$ cat config.mk
export PLATFORM = sky130hd
export DESIGN_NAME = mips_multicycle_core_flat
export DESIGN_NICKNAME = d
export VERILOG_FILES = /design/src/rtl/mips_multicycle_core_pkg.sv /design/src/rtl/mips_multicycle_core_if.sv /design/src/rtl/mips_multicycle_core_regfile.sv /design/src/rtl/mips_multicycle_core.sv /design/src/flat_wrapper.sv
export SDC_FILE = /design/constraint.sdc
export NUM_CORES = 2
export LEC_CHECK = 0
export CORE_MARGIN = 3
export CORE_UTILIZATION = 45
export CTS_BUF_LIST = sky130_fd_sc_hd__clkbuf_16
export CTS_CLUSTER_DIAMETER = 30
export DETAILED_ROUTE_END_ITERATION = 10
export SLEW_MARGIN = 20
export SYNTH_ARGS = -nofsm -noshare
export SYNTH_HDL_FRONTEND = slang
export SYNTH_SLANG_ARGS = --single-unit
$ cat constraint.sdc
create_clock -name clk -period 10.5 [get_ports clk]
set_input_delay 1.05 -clock clk [delete_from_list [all_inputs] [get_ports clk]]
set_output_delay 1.05 -clock clk [all_outputs]
set_load 0.05 [all_outputs]
$ cat src/rtl/mips_multicycle_core_pkg.sv
// Shared constants for the multi-cycle MIPS core: opcodes, funct codes,
// ALU operation encoding, FSM states and small decode helpers.
package mips_multicycle_core_pkg;

  localparam logic [5:0] OP_RTYPE = 6'h00;
  localparam logic [5:0] OP_J     = 6'h02;
  localparam logic [5:0] OP_BEQ   = 6'h04;
  localparam logic [5:0] OP_ADDI  = 6'h08;
  localparam logic [5:0] OP_LW    = 6'h23;
  localparam logic [5:0] OP_SW    = 6'h2B;

  localparam logic [5:0] FN_ADD = 6'h20;
  localparam logic [5:0] FN_SUB = 6'h22;
  localparam logic [5:0] FN_AND = 6'h24;
  localparam logic [5:0] FN_OR  = 6'h25;
  localparam logic [5:0] FN_SLT = 6'h2A;

  typedef enum logic [2:0] {
    ALU_ADD,
    ALU_SUB,
    ALU_AND,
    ALU_OR,
    ALU_SLT
  } alu_op_t;

  typedef enum logic [2:0] {
    ST_FETCH,
    ST_DECODE,
    ST_EXEC,
    ST_MEM,
    ST_WB,
    ST_TRAP
  } state_t;

  function automatic alu_op_t funct_to_alu(logic [5:0] fn);
    case (fn)
      FN_SUB:  return ALU_SUB;
      FN_AND:  return ALU_AND;
      FN_OR:   return ALU_OR;
      FN_SLT:  return ALU_SLT;
      default: return ALU_ADD;
    endcase
  endfunction

  function automatic logic is_legal(logic [5:0] op, logic [5:0] fn);
    case (op)
      OP_RTYPE: return fn inside {FN_ADD, FN_SUB, FN_AND, FN_OR, FN_SLT};
      OP_ADDI, OP_LW, OP_SW, OP_BEQ, OP_J: return 1'b1;
      default:  return 1'b0;
    endcase
  endfunction

endpackage

$ cat src/rtl/mips_multicycle_core_if.sv
// Shared single-port memory bus between the core (master) and memory (slave).
interface mips_multicycle_core_if #(
  parameter int ADDR_W = 32
);
  logic [ADDR_W-1:0] mem_addr;
  logic [31:0]       mem_wdata;
  logic              mem_read;
  logic              mem_write;
  logic [31:0]       mem_rdata;
  logic              mem_ready;

  modport master (
    output mem_addr, mem_wdata, mem_read, mem_write,
    input  mem_rdata, mem_ready
  );

  modport slave (
    input  mem_addr, mem_wdata, mem_read, mem_write,
    output mem_rdata, mem_ready
  );
endinterface

$ cat src/rtl/mips_multicycle_core_regfile.sv
// 32x32 register file: two asynchronous read ports, one synchronous write
// port, register 0 always reads zero and ignores writes.
module regfile_2r1w (
  input  logic        clk,
  input  logic        reset,
  input  logic [4:0]  raddr_a,
  output logic [31:0] rdata_a,
  input  logic [4:0]  raddr_b,
  output logic [31:0] rdata_b,
  input  logic        we,
  input  logic [4:0]  waddr,
  input  logic [31:0] wdata
);

  logic [31:0] regs [32];
  logic [31:0] wsel;

  // One-hot write select; entry 0 is never selected.
  generate
    for (genvar gi = 0; gi < 32; gi++) begin : g_wsel
      assign wsel[gi] = we && (waddr == 5'(gi)) && (gi != 0);
    end
  endgenerate

  always_ff @(posedge clk) begin
    if (reset) begin
      for (int i = 0; i < 32; i++) begin
        regs[i] <= 32'd0;
      end
    end else begin
      for (int i = 0; i < 32; i++) begin
        if (wsel[i]) begin
          regs[i] <= wdata;
        end
      end
    end
  end

  assign rdata_a = (raddr_a == 5'd0) ? 32'd0 : regs[raddr_a];
  assign rdata_b = (raddr_b == 5'd0) ? 32'd0 : regs[raddr_b];

endmodule

$ cat src/rtl/mips_multicycle_core.sv
// Multi-cycle MIPS core sharing one memory port for fetch and data access.
// Holds the control FSM, the ALU and the datapath registers.
module mips_multicycle_core
  import mips_multicycle_core_pkg::*;
#(
  parameter logic [31:0] RESET_PC = 32'h0000_0000,
  parameter int          ADDR_W   = 32
) (
  input  logic                   clk,
  input  logic                   reset,
  mips_multicycle_core_if.master bus,
  output logic                   retire,
  output logic                   trap,
  output logic [31:0]            pc
);

  state_t      state_reg;
  logic [31:0] pc_reg;
  logic [31:0] ir_reg;
  logic [31:0] a_reg;
  logic [31:0] b_reg;
  logic [31:0] mdr_reg;
  logic [31:0] alu_out_reg;
  logic [31:0] target_reg;

  logic [5:0]  opcode;
  logic [5:0]  funct;
  logic [4:0]  rs;
  logic [4:0]  rt;
  logic [4:0]  rd;
  logic [31:0] imm_sext;

  assign opcode   = ir_reg[31:26];
  assign rs       = ir_reg[25:21];
  assign rt       = ir_reg[20:16];
  assign rd       = ir_reg[15:11];
  assign funct    = ir_reg[5:0];
  assign imm_sext = {{16{ir_reg[15]}}, ir_reg[15:0]};

  logic [31:0] rf_rdata_a;
  logic [31:0] rf_rdata_b;
  logic        rf_we;
  logic [4:0]  rf_waddr;
  logic [31:0] rf_wdata;

  assign rf_we    = (state_reg == ST_WB) && !reset;
  assign rf_waddr = (opcode == OP_RTYPE) ? rd : rt;
  assign rf_wdata = (opcode == OP_LW) ? mdr_reg : alu_out_reg;

  regfile_2r1w u_regfile (
    .clk     (clk),
    .reset   (reset),
    .raddr_a (rs),
    .rdata_a (rf_rdata_a),
    .raddr_b (rt),
    .rdata_b (rf_rdata_b),
    .we      (rf_we),
    .waddr   (rf_waddr),
    .wdata   (rf_wdata)
  );

  // ALU: R-type uses B and funct; everything else adds the sign-extended immediate.
  alu_op_t     alu_op;
  logic [31:0] alu_b;
  logic [31:0] alu_res;

  always_comb begin
    alu_op = ALU_ADD;
    alu_b  = imm_sext;
    if (opcode == OP_RTYPE) begin
      alu_op = funct_to_alu(funct);
      alu_b  = b_reg;
    end
    case (alu_op)
      ALU_SUB: alu_res = a_reg - alu_b;
      ALU_AND: alu_res = a_reg & alu_b;
      ALU_OR:  alu_res = a_reg | alu_b;
      ALU_SLT: alu_res = {31'd0, $signed(a_reg) < $signed(alu_b)};
      default: alu_res = a_reg + alu_b;
    endcase
  end

  always_ff @(posedge clk) begin
    if (reset) begin
      state_reg   <= ST_FETCH;
      pc_reg      <= RESET_PC;
      ir_reg      <= 32'd0;
      a_reg       <= 32'd0;
      b_reg       <= 32'd0;
      mdr_reg     <= 32'd0;
      alu_out_reg <= 32'd0;
      target_reg  <= 32'd0;
    end else begin
      case (state_reg)
        ST_FETCH: begin
          if (bus.mem_ready) begin
            ir_reg    <= bus.mem_rdata;
            pc_reg    <= pc_reg + 32'd4;
            state_reg <= ST_DECODE;
          end
        end
        ST_DECODE: begin
          a_reg      <= rf_rdata_a;
          b_reg      <= rf_rdata_b;
          target_reg <= pc_reg + (imm_sext << 2);
          if (!is_legal(opcode, funct)) begin
            // pc already points past the faulting word; step back to it.
            pc_reg    <= pc_reg - 32'd4;
            state_reg <= ST_TRAP;
          end else if (opcode == OP_J) begin
            pc_reg    <= {pc_reg[31:28], ir_reg[25:0], 2'b00};
            state_reg <= ST_FETCH;
          end else begin
            state_reg <= ST_EXEC;
          end
        end
        ST_EXEC: begin
          alu_out_reg <= alu_res;
          if (opcode == OP_BEQ) begin
            if (a_reg == b_reg) begin
              pc_reg <= target_reg;
            end
            state_reg <= ST_FETCH;
          end else if (opcode == OP_LW || opcode == OP_SW) begin
            if (alu_res[1:0] != 2'b00) begin
              pc_reg    <= pc_reg - 32'd4;
              state_reg <= ST_TRAP;
            end else begin
              state_reg <= ST_MEM;
            end
          end else begin
            state_reg <= ST_WB;
          end
        end
        ST_MEM: begin
          if (bus.mem_ready) begin
            if (opcode == OP_LW) begin
              mdr_reg   <= bus.mem_rdata;
              state_reg <= ST_WB;
            end else begin
              state_reg <= ST_FETCH;
            end
          end
        end
        ST_WB: begin
          state_reg <= ST_FETCH;
        end
        ST_TRAP: begin
          state_reg <= ST_TRAP;
        end
        default: begin
          state_reg <= ST_TRAP;
        end
      endcase
    end
  end

  logic [31:0] addr_full;

  assign addr_full     = (state_reg == ST_FETCH) ? pc_reg : alu_out_reg;
  assign bus.mem_addr  = addr_full[ADDR_W-1:0];
  assign bus.mem_wdata = b_reg;
  assign bus.mem_read  = (state_reg == ST_FETCH) ||
                         ((state_reg == ST_MEM) && (opcode == OP_LW));
  assign bus.mem_write = (state_reg == ST_MEM) && (opcode == OP_SW);
  assign trap          = (state_reg == ST_TRAP);
  assign pc            = pc_reg;

  always_comb begin
    retire = 1'b0;
    case (state_reg)
      ST_DECODE: retire = (opcode == OP_J);
      ST_EXEC:   retire = (opcode == OP_BEQ);
      ST_MEM:    retire = (opcode == OP_SW) && bus.mem_ready;
      ST_WB:     retire = 1'b1;
      default:   retire = 1'b0;
    endcase
  end

endmodule

$ cat src/flat_wrapper.sv
// flat-port wrapper written by rule: the top's interface ports become plain ports
module mips_multicycle_core_flat import mips_multicycle_core_pkg::*;
#(
  parameter logic [31:0] RESET_PC = 32'h0000_0000,
  parameter int          ADDR_W   = 32
)
  (clk, reset, retire, trap, pc, bus_mem_addr, bus_mem_wdata, bus_mem_read, bus_mem_write, bus_mem_rdata, bus_mem_ready);
  mips_multicycle_core_if #(.ADDR_W(ADDR_W)) bus_i ();
  input  logic clk;
  input  logic reset;
  output logic retire;
  output logic trap;
  output logic [31:0] pc;
  output wire logic [$bits(bus_i.mem_addr)-1:0] bus_mem_addr;
  output wire logic [$bits(bus_i.mem_wdata)-1:0] bus_mem_wdata;
  output wire logic [$bits(bus_i.mem_read)-1:0] bus_mem_read;
  output wire logic [$bits(bus_i.mem_write)-1:0] bus_mem_write;
  input wire logic [$bits(bus_i.mem_rdata)-1:0] bus_mem_rdata;
  input wire logic [$bits(bus_i.mem_ready)-1:0] bus_mem_ready;
  assign bus_mem_addr = bus_i.mem_addr;
  assign bus_mem_wdata = bus_i.mem_wdata;
  assign bus_mem_read = bus_i.mem_read;
  assign bus_mem_write = bus_i.mem_write;
  assign bus_i.mem_rdata = bus_mem_rdata;
  assign bus_i.mem_ready = bus_mem_ready;
  mips_multicycle_core #(.RESET_PC(RESET_PC), .ADDR_W(ADDR_W)) u_core (.clk(clk), .reset(reset), .bus(bus_i), .retire(retire), .trap(trap), .pc(pc));
endmodule
Word level (Yosys, flattened, before mapping)
Memory sizes are Yosys's and may differ from the RTL's. A register that Yosys moved wholly into a read port is not among the register bits.
Cells that the tools add are included.
{"block": "word_totals", "output_inout_bits": 100, "n_memories": 1, "input_bits": 35, "ramBits": 1024, "elab_cells": 318, "regBits": 227}
{"block": "op_classes", "order_cmp": 1, "n_addsub": 5, "n_mux": 160, "n_reduce_logical": 51, "n_eq_ne": 58, "n_bitwise": 33}
{"name": "u_core.u_regfile.regs", "depth": 32, "width": 32, "rd": 2, "rd_clocked_by_memory_dff": 2, "write_ports": 32, "line_no": "mips_multicycle_core_regfile.sv:15", "rtl": "logic [31:0] regs [32];"}
{"op": "two-way mux 32 bit", "n": 42}
{"op": "one-hot mux 32 bit (4 select lines)", "n": 1}
{"op": "two-way mux 1 bit", "n": 97}
{"op": "one-hot mux 32 bit (3 select lines)", "n": 1}
{"op": "equality test 5 bit (second input constant)", "n": 16}
{"op": "adder 32 bit", "n": 2}
{"op": "equality test 6 bit (second input constant)", "n": 7}
{"op": "equality test 5 x 4 -> 1 bit (second input constant)", "n": 8}
{"op": "logical AND 1 bit", "n": 35}
{"op": "adder 32 x 3 -> 32 bit (second input constant)", "n": 1}
{"op": "bitwise AND 32 bit", "n": 1}
{"op": "equality test 32 bit", "n": 1}
{"op": "< comparator 32 bit", "n": 1}
{"op": "OR 32 bit", "n": 1}
{"op": "subtractor 32 x 3 -> 32 bit (second input constant)", "n": 1}
{"op": "subtractor 32 bit", "n": 1}
{"op": "OR 1 bit", "n": 31}
{"op": "two-way mux 28 bit", "n": 1}
{"op": "two-way mux 5 bit", "n": 5}
{"op": "two-way mux 3 bit", "n": 8}
{"op": "equality test 5 x 3 -> 1 bit (second input constant)", "n": 4}
{"op": "one-hot mux 3 bit (5 select lines)", "n": 1}
{"op": "equality test 3 x 2 -> 1 bit (second input constant)", "n": 4}
{"op": "one-hot mux 3 bit (4 select lines)", "n": 1}
{"op": "other kinds (25)", "n": 37}

Logic depth before layout (Yosys ltp)
{"block": "logic_depth", "ltp_word": 10, "depth_mapped": 21, "mapped_depth_nobuf": 16}

By module
Synthesis repeated with hierarchy kept, for this count alone.
{"block": "hier_totals", "cells_unflattened": 5555, "area_unflattened_um2": 66418.7}
{"mod": "regfile_2r1w", "seq_area_each_um2": 29788.6, "cells_per_inst": 3160, "area_per_inst_um2": 49133.4, "instances": 1}
{"mod": "mips_multicycle_core", "seq_area_each_um2": 4544.4, "cells_per_inst": 2395, "area_per_inst_um2": 17285.3, "instances": 1}

Worst setup path before layout
Ideal clock, no wire load.
{"block": "synth_path", "kind": "register to register", "startpoint": "register u_core.ir_reg[31]", "endpoint": "register u_core.alu_out_reg[26]", "arrival_ns": 4.867, "t_required_ns": 10.414, "path_buffers": 2, "period_less_slack_ns": 4.953, "path_slack_ns": 5.547, "setup_ns": 0.086, "path_stages_with_launch": 18, "path_cell_list": "dfxtp_1 or4_4 nor3_1 clkbuf_1 buf_1 o21ai_0 ha_1 fa_1 o21bai_1 o2111ai_1 a32o_1 or4_1 a211oi_2 o21ai_0 or3_1 nor2_1 o32ai_1 a211oi_1"}
{"block": "synth_via", "elab_chain_len": 4, "elab_cells_between_ends": 12, "cone_classes": "add/sub (2); eq/ne (4); mux (3); bitwise (2); reduce/logical (1)"}
{"element": "start: declaration", "line_no": "mips_multicycle_core.sv:19", "rtl": "logic [31:0] ir_reg;"}
{"element": "start signal: assignment", "line_no": "mips_multicycle_core.sv:97", "rtl": "ir_reg <= bus.mem_rdata;"}
{"element": "logical NOT 6 bit (*)", "line_no": "mips_multicycle_core.sv:70", "rtl": "if (opcode == OP_RTYPE) begin"}
{"element": "two-way mux 32 bit or two-way mux 3 bit (tied branches)", "line_no": "mips_multicycle_core.sv:70"}
{"element": "adder 32 bit (tied with other cells)", "line_no": "mips_multicycle_core.sv:79", "rtl": "default: alu_res = a_reg + alu_b;"}
{"element": "one-hot mux 32 bit (4 select lines) (*)", "line_no": "mips_multicycle_core.sv:74", "rtl": "case (alu_op)"}
{"element": "end signal: assignment", "line_no": "mips_multicycle_core.sv:118", "rtl": "alu_out_reg <= alu_res;"}
{"element": "end: declaration", "line_no": "mips_multicycle_core.sv:23", "rtl": "logic [31:0] alu_out_reg;"}
Mark *: on every way between the ends. The rest lies on a longest branch, timed or not.
A chain may end at the register's enable or synchronous reset.

Worst setup path after layout
{"block": "layout_path", "startpoint": "register u_core.ir_reg[31]", "endpoint": "register u_core.state_reg[2]"}
{"block": "layout_via", "elab_chain_len": 9, "elab_cells_between_ends": 31, "cone_classes": "add/sub (2); order compare (1); eq/ne (9); mux (13); bitwise (2); reduce/logical (4)"}
{"element": "logical NOT 6 bit", "line_no": "mips_multicycle_core_pkg.sv:46, mips_multicycle_core.sv:70"}
{"element": "two-way mux 32 bit or two-way mux 3 bit (tied branches)", "line_no": "mips_multicycle_core.sv:70"}
{"element": "adder 32 bit (tied with other cells)", "line_no": "mips_multicycle_core.sv:79"}
{"element": "one-hot mux 32 bit (4 select lines)", "line_no": "mips_multicycle_core.sv:74"}
{"element": "nonzero test 2 bit", "line_no": "mips_multicycle_core.sv:125", "rtl": "if (alu_res[1:0] != 2'b00) begin"}
{"element": "two-way mux 3 bit", "line_no": "mips_multicycle_core.sv:125"}
{"element": "two-way mux 3 bit", "line_no": "mips_multicycle_core.sv:124", "rtl": "end else if (opcode == OP_LW || opcode == OP_SW) begin"}
{"element": "two-way mux 3 bit", "line_no": "mips_multicycle_core.sv:119", "rtl": "if (opcode == OP_BEQ) begin"}
{"element": "one-hot mux 3 bit (5 select lines) (*)", "line_no": "mips_multicycle_core.sv:94", "rtl": "case (state_reg)"}
{"element": "end signal: assignment", "line_no": "mips_multicycle_core.sv:123", "rtl": "state_reg <= ST_FETCH;"}
{"element": "end signal: assignment", "line_no": "mips_multicycle_core.sv:127", "rtl": "state_reg <= ST_TRAP;"}
{"element": "end signal: assignment", "line_no": "mips_multicycle_core.sv:129", "rtl": "state_reg <= ST_MEM;"}
{"element": "end: declaration", "line_no": "mips_multicycle_core.sv:17", "rtl": "state_t state_reg;"}
Mark *: on every way between the ends. The rest lies on a longest branch, timed or not. The select of a mux whose other input is x is not followed.

==> results.cfg <==
[clock_tree]
cts_sinks = 1229
cts_buffers = 317
cts_tree = built
cts_setup_buffers = 0
cts_hold_buf = 0
clkTransAtPathRegs_ps = 40
clock_path_buffers = 4
cts-resized-gates = 0
clkLatencyLatePin_ps = 910
h-tree-depth = 5
root_buffer = clkbuf_16

[timing]
fin_crit_sh = 0.519
layout_min_cycle_time_ps = 5450
drv_slew = 0
postLayoutSetupSlackWorst_ps = 5050
setup_viol = 0
fmax_mhz = 184
setup_tns_ps = 0
tightest_slew_ps = 1240
rsz0062_at_grt = no
worst_slew_margin_rel = 0.171
skew_ps = 70.9
hold_viol_final = 0

[global_route]
track_usage = 0.319
grt_overflow = 0
grt_pass1_wl_um = 345000
antenna_found_initial = 7
grt_pass1_vias = 47600
grt_max_degree = 124

[worst_setup_path]
cpMaxStageDelayCell = or4_1
cp_top_family = compound AO/OA/AOI/OAI gates
critPathMostFrequentCell = a21oi_1
critPathKind = flop to flop
slowest_delay_ps = 610
crit_required_ps = 11240
r2r_setup_slack_ps = 5050
crit_chain = or4_4, nor3_2, buf_4, o21ai_0, ha_1, fa_1, o21bai_1, o2111ai_1, a32o_1, or4_1, a211oi_2, nand3_1, a21oi_1, and2_1, a21oi_1, o21a_1
rr_worst_depth = 16
r2r-start = u_core.ir_reg[31]
crit_fanout = 41
cp.buffers_inverters = 1
arrival_ps = 6180
start_kind = flop
cp-end-kind = flop
r2r-end = u_core.state_reg[2]

[floorplan]
dieWidth_um = 388
coreArea_um2 = 144000
ios = 135
die_h_um = 388
num_rows = 139
start_util = 0.455
dieArea_um2 = 151000

[routing]
drtAntennaViolNets = 0
dr.pass1.iters = 6
wl_per_cell_um = 32.8
drt_iter0_markers = 6593
drc = 0
viasPerCell = 6.59
vias = 48800
wirelength_um = 243000

[final_layout]
fillers = 11600
top_register = u_core.u_regfile.regs
area_growth_pct = 21.5
layout-drive-gt1-share = 0.263
fin_cells = 7398
largest_reg_flops = 992
layout.nets = 5426
final_area_um2 = 79800
diodes = 0

[yosys]
async_flop_share = 0
seq_area_frac_synth = 0.526
ys_types = 85
synth_area_leader_cell = edfxtp_1
synth_edf_count = 992
syn_area_um2 = 65700
ys_seq_elements = 1229
syn_area_per_cell_um2 = 12.9
yosys_warnings = 0
ys.flop_type = edfxtp_1
synthCells = 5081
synth_nets = 5247
ys_top_cells_by_area = edfxtp_1 (45%), mux4_2 (20%), dfxtp_1 (7.2%)
yosysTopAreaCellShare = 0.453

[worst_hold_path]
hp-start = u_core.target_reg[19]
whs_endpoint = u_core.target_reg[19]
hold_path_depth = 2
min_path_type = flop to flop

[run_status]
outcome = finished, final reports clean

[place]
place_area_um2 = 69600
port_buffers = 134
dp.cells = 6843
dp_hpwl_um = 146000
pre_cts_slack_ps = 5100
place_congestion = 0.946

[power_and_ir_drop]
p_total_mw = 17.5
cellLeakagePower_nw = 27.5
p_per_area_nw_per_um2 = 220
ir_worst_vdd_mv = 0.187

[run]
maxCapViolCount = 0
-- per-layer routing --
| layer | vias up | share of wire | GRT usage |
|---|---|---|---|
| li1 | 20000 | - | - |
| met1 | 25000 | 0.38 | 0.432 |
| met2 | 3260 | 0.46 | 0.492 |
| met3 | 573 | 0.11 | 0.0764 |
| met4 | 4 | 0.047 | 0.141 |
| met5 | - | 0.00011 | 0 |
-- synth_stat cells, drive strengths merged, types with 22 or more instances --
cell and instances:
a211oi 44, a21o 43, a21oi 289, a221oi 37, a22o 65, buf 86, clkbuf 341, dfxtp 237
edfxtp 992, ha 128, inv 113, mux2 98, mux2i 70, mux4 576, nand2 390, nand2b 69
nand3 37, nor2 831, nor3 44, nor4 30, o211ai 45, o21ai 131, o21bai 29, o31ai 22
xnor2 35, xor2 47
-- cell type report --
class                           count  area, um2  share of cell area
Inverter                          113        424             0.00531
Tap cell                         1903       2380              0.0298
Clock inverter                    230       2150              0.0269
Sequential cell                  1229      34600               0.433
Multi-Input combinational cell   3312      29500               0.370
Timing Repair Buffer              287       2670              0.0335
Clock buffer                      324       8110               0.102
-- layout by cell type (no fill, tap or decap), drive strengths merged, types with 45 or more instances in the layout --
master	count
ha	128
nand2b	69
clkdlybuf4s50	133
a22o	65
mux4	576
o211ai	45
dfxtp	237
xor2	47
o21ai	131
mux2i	70
nor2	831
a21oi	289
edfxtp	992
clkinv	101
mux2	98
nand2	390
clkbuf	324
buf	154
inv	180
-- per-stage QoR --
stage / hold WS [ps] / util
after floorplan: 431 / -
after global placement: 439 / 0.481
after detailed placement: 445 / 0.482
after CTS: 450 / 0.553
after global routing: 460 / 0.553
final: 451 / 0.553
-- report_power, final --
group	total, mW	internal (mW)	leakage (nW)	switching (mW)
logic	2.47	0.971	10.2	1.50
registers	5.76	5.49	12.2	0.261
clock network	9.31	6.36	5.13	2.95
-- tightest hold or removal path, delay by kind of cell (launching register included) --
kind	cells	cell delay, ps
AND/OR/NAND/NOR	1	50
flip-flops	1	300
AO/OA/AOI/OAI	1	50
-- worst max-delay path by stage --
stage | startpoint | endpoint | cells after the start
final | u_core.ir_reg[31] | u_core.state_reg[2] | 16
after global routing | u_core.ir_reg[31] | u_core.alu_out_reg[26] | 16
after CTS | u_core.ir_reg[31] | u_core.alu_out_reg[31] | 17
after detailed placement | u_core.ir_reg[31] | u_core.alu_out_reg[31] | 17
after global placement | u_core.ir_reg[31] | u_core.alu_out_reg[31] | 17
after floorplan | u_core.ir_reg[31] | u_core.alu_out_reg[26] | 17
-- logic make-up (layout without fill, tap and decap cells) --
| logic type | count (synthesis) | in the layout | synth area share |
|---|---|---|---|
| flops | 1229 | 1229 | 0.526 |
| fa+ha+maj | 131 | 131 | 0.0253 |
| buf+inv | 540 | 954 | 0.0316 |
| compound gates | 846 | 846 | 0.0846 |
| simple gates | 1509 | 1509 | 0.0971 |
| xor+xnor | 82 | 82 | 0.0109 |
| mux | 744 | 744 | 0.225 |
No activity file was read; power rests on OpenSTA's default activity.
